## src/rtl/umul_share_ctrl.sv

```systemverilog
// -----------------------------------------------------------------------------
// umul_share_ctrl
//   Round-robin scheduler sharing one unary multiplier (uMUL) among NREQ
//   requesters. Each job: grant one requester, load its B operand into the
//   multiplier, stream A as a counter-based unary bitstream on mul_iA, count
//   the ones returned on mul_oC and return the count tagged with the
//   requester id.
//
//   Optional feature macro: UMUL_SHARE_CTRL_EARLY_TERM_EN
//     undefined (default) : RUN always lasts 2**DATAWD cycles, so job timing
//                           does not depend on the operand values.
//     defined             : RUN stops after A cycles (LOAD goes straight to
//                           DONE when A == 0). Results are unchanged because
//                           mul_iA is 0 for the remainder of the stream.
// -----------------------------------------------------------------------------
module umul_share_ctrl #(
    parameter int unsigned DATAWD = 8,
    parameter int unsigned NREQ   = 4,
    parameter int unsigned IDWD   = 2
) (
    input  logic                   clk,
    input  logic                   rst_n,
    input  logic [NREQ-1:0]        req_valid,
    output logic [NREQ-1:0]        req_ready,
    input  logic [NREQ*DATAWD-1:0] req_a,
    input  logic [NREQ*DATAWD-1:0] req_b,
    output logic                   rsp_valid,
    input  logic                   rsp_ready,
    output logic [IDWD-1:0]        rsp_id,
    output logic [DATAWD:0]        rsp_data,
    output logic                   mul_iA,
    output logic [DATAWD-1:0]      mul_iB,
    output logic                   mul_loadB,
    input  logic                   mul_oC,
    output logic                   busy
);

    localparam int unsigned ACCWD = DATAWD + 1;

    typedef enum logic [1:0] {
        ST_IDLE,
        ST_LOAD,
        ST_RUN,
        ST_DONE
    } state_e;

    // Next index after v, wrapping at NREQ (works for non-power-of-two NREQ).
    function automatic logic [IDWD-1:0] wrap_inc(input logic [IDWD-1:0] v);
        return (v == IDWD'(NREQ - 1)) ? '0 : v + IDWD'(1);
    endfunction

    // -------------------------------------------------------------------------
    // State and registered outputs
    // -------------------------------------------------------------------------
    state_e             state_q,     state_d;
    logic [IDWD-1:0]    ptr_q,       ptr_d;
    logic [IDWD-1:0]    id_lat_q,    id_lat_d;
    logic [DATAWD-1:0]  a_lat_q,     a_lat_d;
    logic [DATAWD-1:0]  b_lat_q,     b_lat_d;
    logic [DATAWD-1:0]  run_cnt_q,   run_cnt_d;
    logic [ACCWD-1:0]   acc_q,       acc_d;

    logic               rsp_valid_q, rsp_valid_d;
    logic [IDWD-1:0]    rsp_id_q,    rsp_id_d;
    logic [ACCWD-1:0]   rsp_data_q,  rsp_data_d;
    logic               mul_ia_q,    mul_ia_d;
    logic [DATAWD-1:0]  mul_ib_q,    mul_ib_d;
    logic               mul_loadb_q, mul_loadb_d;
    logic               busy_q,      busy_d;

    // Arbitration results
    logic               gnt_found;
    logic [IDWD-1:0]    gnt_idx;
    logic [NREQ-1:0]    gnt_oh;
    logic [IDWD-1:0]    cand;
    logic [DATAWD-1:0]  a_sel;
    logic [DATAWD-1:0]  b_sel;
    logic               run_last;

    // Round-robin search: first valid requester at or after ptr, with wrap.
    // NOTE: every signal assigned in always_comb gets a default at the top,
    // otherwise paths that skip an assignment infer a latch.
    always_comb begin
        gnt_found = 1'b0;
        gnt_idx   = '0;
        gnt_oh    = '0;
        cand      = ptr_q;
        for (int off = 0; off < NREQ; off++) begin
            if (!gnt_found && req_valid[cand]) begin
                gnt_found = 1'b1;
                gnt_idx   = cand;
            end
            cand = wrap_inc(cand);
        end
        if (gnt_found) begin
            gnt_oh[gnt_idx] = 1'b1;
        end
    end

    // Select the granted requester's operands with constant slice offsets.
    always_comb begin
        a_sel = '0;
        b_sel = '0;
        for (int i = 0; i < NREQ; i++) begin
            if (gnt_idx == IDWD'(i)) begin
                a_sel = req_a[i*DATAWD +: DATAWD];
                b_sel = req_b[i*DATAWD +: DATAWD];
            end
        end
    end

    // Accept handshake: only in IDLE and never while reset is asserted, so
    // no requester sees a grant during reset even with req_valid held high.
    always_comb begin
        req_ready = '0;
        if (rst_n && (state_q == ST_IDLE)) begin
            req_ready = gnt_oh;
        end
    end

    // Last RUN cycle: full-length stream, or A cycles with early termination.
    always_comb begin
`ifdef UMUL_SHARE_CTRL_EARLY_TERM_EN
        run_last = (run_cnt_q == (a_lat_q - DATAWD'(1)));
`else
        run_last = (run_cnt_q == '1);
`endif
    end

    // FSM next state and datapath updates.
    always_comb begin
        state_d   = state_q;
        ptr_d     = ptr_q;
        id_lat_d  = id_lat_q;
        a_lat_d   = a_lat_q;
        b_lat_d   = b_lat_q;
        run_cnt_d = run_cnt_q;
        acc_d     = acc_q;

        case (state_q)
            ST_IDLE: begin
                if (gnt_found) begin
                    state_d  = ST_LOAD;
                    ptr_d    = wrap_inc(gnt_idx);
                    id_lat_d = gnt_idx;
                    a_lat_d  = a_sel;
                    b_lat_d  = b_sel;
                end
            end
            ST_LOAD: begin
                run_cnt_d = '0;
                acc_d     = '0;
`ifdef UMUL_SHARE_CTRL_EARLY_TERM_EN
                state_d   = (a_lat_q == '0) ? ST_DONE : ST_RUN;
`else
                state_d   = ST_RUN;
`endif
            end
            ST_RUN: begin
                run_cnt_d = run_cnt_q + DATAWD'(1);
                // acc cannot wrap: A <= 2**DATAWD-1 bounds the ones count.
                acc_d     = acc_q + ACCWD'(mul_oC);
                if (run_last) begin
                    state_d = ST_DONE;
                end
            end
            ST_DONE: begin
                if (rsp_ready) begin
                    state_d = ST_IDLE;
                end
            end
            default: begin
                state_d = ST_IDLE;
            end
        endcase
    end

    // Output values for the coming cycle, decoded from the next state so the
    // ports come straight from flops.
    always_comb begin
        rsp_valid_d = (state_d == ST_DONE);
        rsp_data_d  = rsp_valid_d ? acc_d : '0;
        rsp_id_d    = rsp_valid_d ? id_lat_d : '0;
        mul_loadb_d = (state_d == ST_LOAD);
        mul_ib_d    = (state_d != ST_IDLE) ? b_lat_d : '0;
        mul_ia_d    = (state_d == ST_RUN) && (run_cnt_d < a_lat_d);
        busy_d      = (state_d != ST_IDLE);
    end

    // State and output registers; reset discards any in-flight job.
    // NOTE: sequential state uses non-blocking assignments so every flop
    // samples the values from before the edge, independent of statement order.
    // NOTE: every register here is reset, including the operand latches, so
    // a reset mid-job leaves no stale operand visible on mul_iB.
    always_ff @(posedge clk or negedge rst_n) begin
        if (!rst_n) begin
            state_q     <= ST_IDLE;
            ptr_q       <= '0;
            id_lat_q    <= '0;
            a_lat_q     <= '0;
            b_lat_q     <= '0;
            run_cnt_q   <= '0;
            acc_q       <= '0;
            rsp_valid_q <= 1'b0;
            rsp_id_q    <= '0;
            rsp_data_q  <= '0;
            mul_ia_q    <= 1'b0;
            mul_ib_q    <= '0;
            mul_loadb_q <= 1'b0;
            busy_q      <= 1'b0;
        end else begin
            state_q     <= state_d;
            ptr_q       <= ptr_d;
            id_lat_q    <= id_lat_d;
            a_lat_q     <= a_lat_d;
            b_lat_q     <= b_lat_d;
            run_cnt_q   <= run_cnt_d;
            acc_q       <= acc_d;
            rsp_valid_q <= rsp_valid_d;
            rsp_id_q    <= rsp_id_d;
            rsp_data_q  <= rsp_data_d;
            mul_ia_q    <= mul_ia_d;
            mul_ib_q    <= mul_ib_d;
            mul_loadb_q <= mul_loadb_d;
            busy_q      <= busy_d;
        end
    end

    assign rsp_valid = rsp_valid_q;
    assign rsp_id    = rsp_id_q;
    assign rsp_data  = rsp_data_q;
    assign mul_iA    = mul_ia_q;
    assign mul_iB    = mul_ib_q;
    assign mul_loadB = mul_loadb_q;
    assign busy      = busy_q;

endmodule

```

## config.mk

```make
export PLATFORM = sky130hd
export DESIGN_NAME = umul_share_ctrl
export DESIGN_NICKNAME = d
export VERILOG_FILES = /design/src/rtl/umul_share_ctrl.sv
export SDC_FILE = /design/constraint.sdc
export NUM_CORES = 1
export LEC_CHECK = 0
export BUFFER_PORTS_ARGS = -buffer_cell sky130_fd_sc_hd__buf_2
export CORE_MARGIN = 2
export CORE_UTILIZATION = 57
export CTS_CLUSTER_DIAMETER = 60
export CTS_CLUSTER_SIZE = 25
export DETAILED_ROUTE_END_ITERATION = 12
export GPL_TIMING_DRIVEN = 1
export PLACE_DENSITY_LB_ADDON = 0.05
export SETUP_SLACK_MARGIN = 0.02
export SLEW_MARGIN = 40
export SYNTH_ARGS = -nofsm -noshare
export SYNTH_HDL_FRONTEND = slang
export SYNTH_SLANG_ARGS = --single-unit
```

## constraint.sdc

```tcl
create_clock -name clk -period 10.7 [get_ports clk]
set_input_delay 0.535 -clock clk [delete_from_list [all_inputs] [get_ports clk]]
set_output_delay 0.535 -clock clk [all_outputs]
set_load 0.1 [all_outputs]
```

* Word level (Yosys, flattened, before mapping)
Cells that the tools add are included.
Word-level totals: register bits 62, bits of input ports 72, word-level logic and storage cells 100
Operators by class: add/sub/neg operators 6, $lt $le $gt $ge 7, eq/ne operators 13, muxes and demuxes 47, reduce and logical (&&, ||, !) cells 13
Operators with widths (number):
- 8-bit two-way mux | 13
- 2-bit two-way mux | 14
- 2-bit == test (second input constant) | 9
- 9-bit case mux with 2 select lines | 1
- 8-bit case mux with 2 select lines | 1
- 2-bit by 3-bit < comparator with 1-bit output (second input constant) | 5
- 9-bit by 1-bit adder with 9-bit output | 1
- 1-bit two-way mux | 9
- 9-bit two-way mux | 1
- 2-bit by 1-bit adder with 2-bit output (second input constant) | 4
- 8-bit by 1-bit adder with 8-bit output (second input constant) | 1
- 1-bit binary-select mux with 2-bit select | 4
- 8-bit == test (second input constant) | 1
- 8-bit < comparator | 1
- 4-bit two-way mux | 2
- 2-bit case mux with 4 select lines | 1
- 2-bit by 1-bit == test with 1-bit output (second input constant) | 3
- 1-bit logical AND | 6
- 2-bit logical NOT | 2
- 1-bit logical NOT | 3
- 1-bit demux with 2-bit select | 1
- 2-bit by 1-bit >= comparator with 1-bit output (second input constant) | 1
- 2-bit AND reduction | 1
- 2-bit nonzero test | 1

* Depth between registers and ports, before layout
depth in word-level cells 21, depth in mapped cells 22, gate-level depth less buffers 18

* Worst setup path before layout
Ideal clock, no wire load.
path kind reg2reg, start reg ptr_q[0], end reg mul_ia_q (netlist: mul_iA), setup time 107 ps, arrival time 4734 ps, required time 10593 ps, setup slack 5859 ps, stages on the path, launching flop included 21, buffers on the path 3, clock period less this slack 4841 ps, cells stage by stage dfrtp_1 -> ha_1 -> buf_2 -> inv_1 -> mux4_2 -> or4_1 -> o41ai_1 -> inv_1 -> ha_1 -> clkbuf_1 -> inv_1 -> clkbuf_1 -> nor2_1 -> nor3_1 -> a21oi_1 -> o21a_1 -> ha_1 -> and3_1 -> a221oi_1 -> o21ai_0 -> a2111oi_4
Between the ends: word-level cells in the longest chain between the ends 21, elaborated cells on any way between the ends 46, classes of those cells add/sub: 3; order compare: 1; eq/ne: 7; mux: 27; reduce/logical: 8
Ends and longest elaborated chain:
- start: declaration | RTL line 56 | logic [IDWD-1:0] ptr_q, ptr_d;
- start signal: assignment | RTL line 213 | ptr_q <= ptr_d;
- branches (longest 20 deep; another with 2-bit by 1-bit adder with 2-bit output)
- 1-bit logical AND (*) | RTL line 186 | mul_ia_d = (state_d == ST_RUN) && (run_cnt_d < a_lat_d);
- net mul_ia_d | RTL line 66 | logic mul_ia_q, mul_ia_d;
- end signal: assignment | RTL line 222 | mul_ia_q <= mul_ia_d;
- end: declaration | RTL line 66
Mark *: on every way through the listed nets, which the timed path passes. The select of a mux whose other input is x is not followed. A chain may end at the register's enable or synchronous reset.

* Final worst setup path
Ends and elaborated chain as after synthesis.

==> impl_results.md <==
- DIE WIDTH: 84.0 um
- Largest net degree at the start of global routing: 67
- Vias per cell: 5.91
- Total GRT Usage: 27.6%
- Final WL: 9.28 mm
- HPWL Detailed: 6.64 mm
- Req. time, crit path: 10940 ps
- Vias post-DR: 3332
- Hold Vio Cnt, Final: 0
- Synth Warn #: 0
- RSZ-0062 raised after global routing: no
- Clk root buf: clkbuf_8
- WL/cell: 16.4 um
- Post-synth ARST share: 100%
- Cts repair resizes: 0
- Antenna Nets Post-Route: 0
- Setup Fix Bufs, Post-CTS: 0
- Power density over the cells: 380 nW/um2
- Vias in the first global route: 3251
- Synth area leader: dfrtp_1
- Clk_skew: 11.2 ps
- CTS sink count: 62
- Standard-cell row count: 29
- Nets: 574
- Mapped Cells: 396
- Worst Path Arrival: 5750 ps
- Slew Limit Headroom: 44.6%
- Grt ovf: 0
- CORE AREA: 6280 um2
- DR pass1 iterations: 4
- H-tree depth: 3
- Period utilisation layout: 51.5%
- Starting DRT DRC Count: 182
- Dpl ws: 5190 ps
- Num ports: 99
- Status: finished, final reports clean
- Avg Cell Area, Syn: 9.21 um2
- # diodes: 0
- Routability cong.: 0.875
- First-pass GRT wire length: 15.2 mm
- Yosys reg bits: 62
- CTS Hold Bufs: 0
- Clock Tree Buf Depth: 2
- Clock-pin slew on the worst setup and hold paths: 80 ps
- Post-synth EDFFs: 0
- Final min period: 5510 ps
- Port Buffers: 98
- Final worst slack: 5190 ps
- Final Total Pwr: 1.66 mW
- Syn nets: 488
- Main synth FF type: dfrtp_1
- Max cap viols: 0
- Critical path peak fanout: 18
- Chip height: 84.0 um
- Synth unique cells: 59
- Crit. End Element: register
- Layout area overhead: 19.5%
- VDD IR max: 0.227 mV
- Top post-synthesis cells by area: dfrtp_1 (43%), ha_1 (6.9%), a21oi_1 (4.5%)
- Pins Over Slew Limit: 0
- Setup violators final: 0
- Post-synth top cells: dfrtp_1 (62), nor2_1 (35), a21oi_1 (33)
- Worst-Skew Late Latency: 350 ps
- Drc violations: 0
- Sequential area share after synthesis: 42.5%
- Initial antenna violation count: 0
- Die area: 7060 um2
- CTS Buf Count: 9
- Initial Util: 58.1%
- TritonCTS clock tree: yes
- Slew at the pin closest to its max-slew limit: 829 ps
- Critical path class: reg2reg
- Final setup TNS: 0 ps
- Cell with the most instances after synthesis: dfrtp_1
- Top-area cell type share of the netlist area: 42.5%
- Layout cells sized above 1: 26.9%
- Post-Syn Area: 3650 um2
- Fmax: 182 MHz
- Leak: 2.08 nW
- Crit start category: register
- Worst hold path type: in2async
-- routing by layer --
metal | part of all wire (%) | GRT usage, %
met1 | 41 | 34.8
met5 | 0 | 0
met4 | 3.1 | 12.5
met2 | 49 | 45.1
met3 | 6.9 | 6.73
-- stage by stage --
stage | util (%) | hold slack [ps] | cells | instance area [um2]
after floorplan | - | 239 | 396 | 3650
after global placement | 66.0 | 456 | 548 | 4140
after detailed placement | 66.2 | 463 | 548 | 4150
after CTS | 69.3 | 387 | 564 | 4350
after global routing | 69.5 | 286 | 564 | 4360
final | 69.5 | 239 | 564 | 4360
-- critical path, stage by stage, from the launching register on --
cell	delay [ps]
dfrtp_1	520
ha_1	480
inv_1	190
mux4_2	600
or4_1	520
o41ai_2	130
inv_1	160
ha_1	450
inv_1	500
nor2_1	110
nor3_1	190
a21oi_1	80
o21a_1	210
ha_1	300
and3_1	160
a221oi_1	260
o21ai_0	170
a2111oi_4	350
-- worst paths after layout --
path | startpoint | end | slack [ps] | cells after the start
max | ptr_q[0] | mul_iA | 5190 | 17
min | rst_n | rsp_data[0] | 240 | 2
max reg2reg | ptr_q[0] | mul_iA | 5190 | 17
min reg2reg | id_lat_q[0] | id_lat_q[0] | 480 | 2
max in group asynchronous | rst_n | run_cnt_q[5] | 10010 | 2
min in group clk | id_lat_q[0] | id_lat_q[0] | 480 | 2
-- registers in the layout (all words and copies together) (netlist names) --
register / flops
ptr_q: 2
acc_q: 9
a_lat_q: 8
busy: 1
rsp_data: 9
mul_loadB: 1
rsp_id: 2
rsp_valid: 1
run_cnt_q: 8
mul_iB: 8
mul_iA: 1
b_lat_q: 8
id_lat_q: 2
state_q: 2
-- cells by family (layout without fill, tap and decap cells) --
family	count (synthesis)	in the layout	share of synthesized area, %
AOI/OAI and AO/OA	117	117	22.5
xor gates and xnor gates	6	6	1.44
adders and majority gates	20	20	6.86
buffers and inverters	49	140	5.49
DFF	62	62	42.5
muxes	5	5	2.19
and+or+nand+nor	137	137	19.0
-- cell type report --
cell class | count | area [um2]
inverter | 23 | 86.3
sequential | 62 | 1550
tap | 77 | 96.3
clock buffer | 9 | 124
timing repair buffer | 101 | 517
clock inverter | 7 | 73.8
multi-input combinational | 285 | 1910
fill | 528 | 1920
-- power breakdown --
part / internal (mW) / total, mW / leakage, nW / switching, mW
combinational: 0.350 / 1.11 / 1.18 / 0.756
clock: 0.108 / 0.209 / 0.0996 / 0.101
sequential: 0.308 / 0.342 / 0.805 / 0.0339
total: 0.766 / 1.66 / 2.08 / 0.891
-- layout by cell type, fill, tap and decap left out, drive strengths merged, types with 3 or more instances in the layout --
master / n
clkinv: 4
dfrtp: 62
o21a: 7
o21bai: 3
nor3b: 4
and3: 6
a221oi: 15
o21ai: 20
a211oi: 11
xor2: 4
nor3: 23
nor2b: 10
a21oi: 33
buf: 101
nor4b: 3
nand2: 25
nand3: 13
a21o: 4
clkbuf: 9
nor2: 35
o22ai: 3
o31ai: 3
nand2b: 4
inv: 24
ha: 20
(Power assumes the default switching activity.)
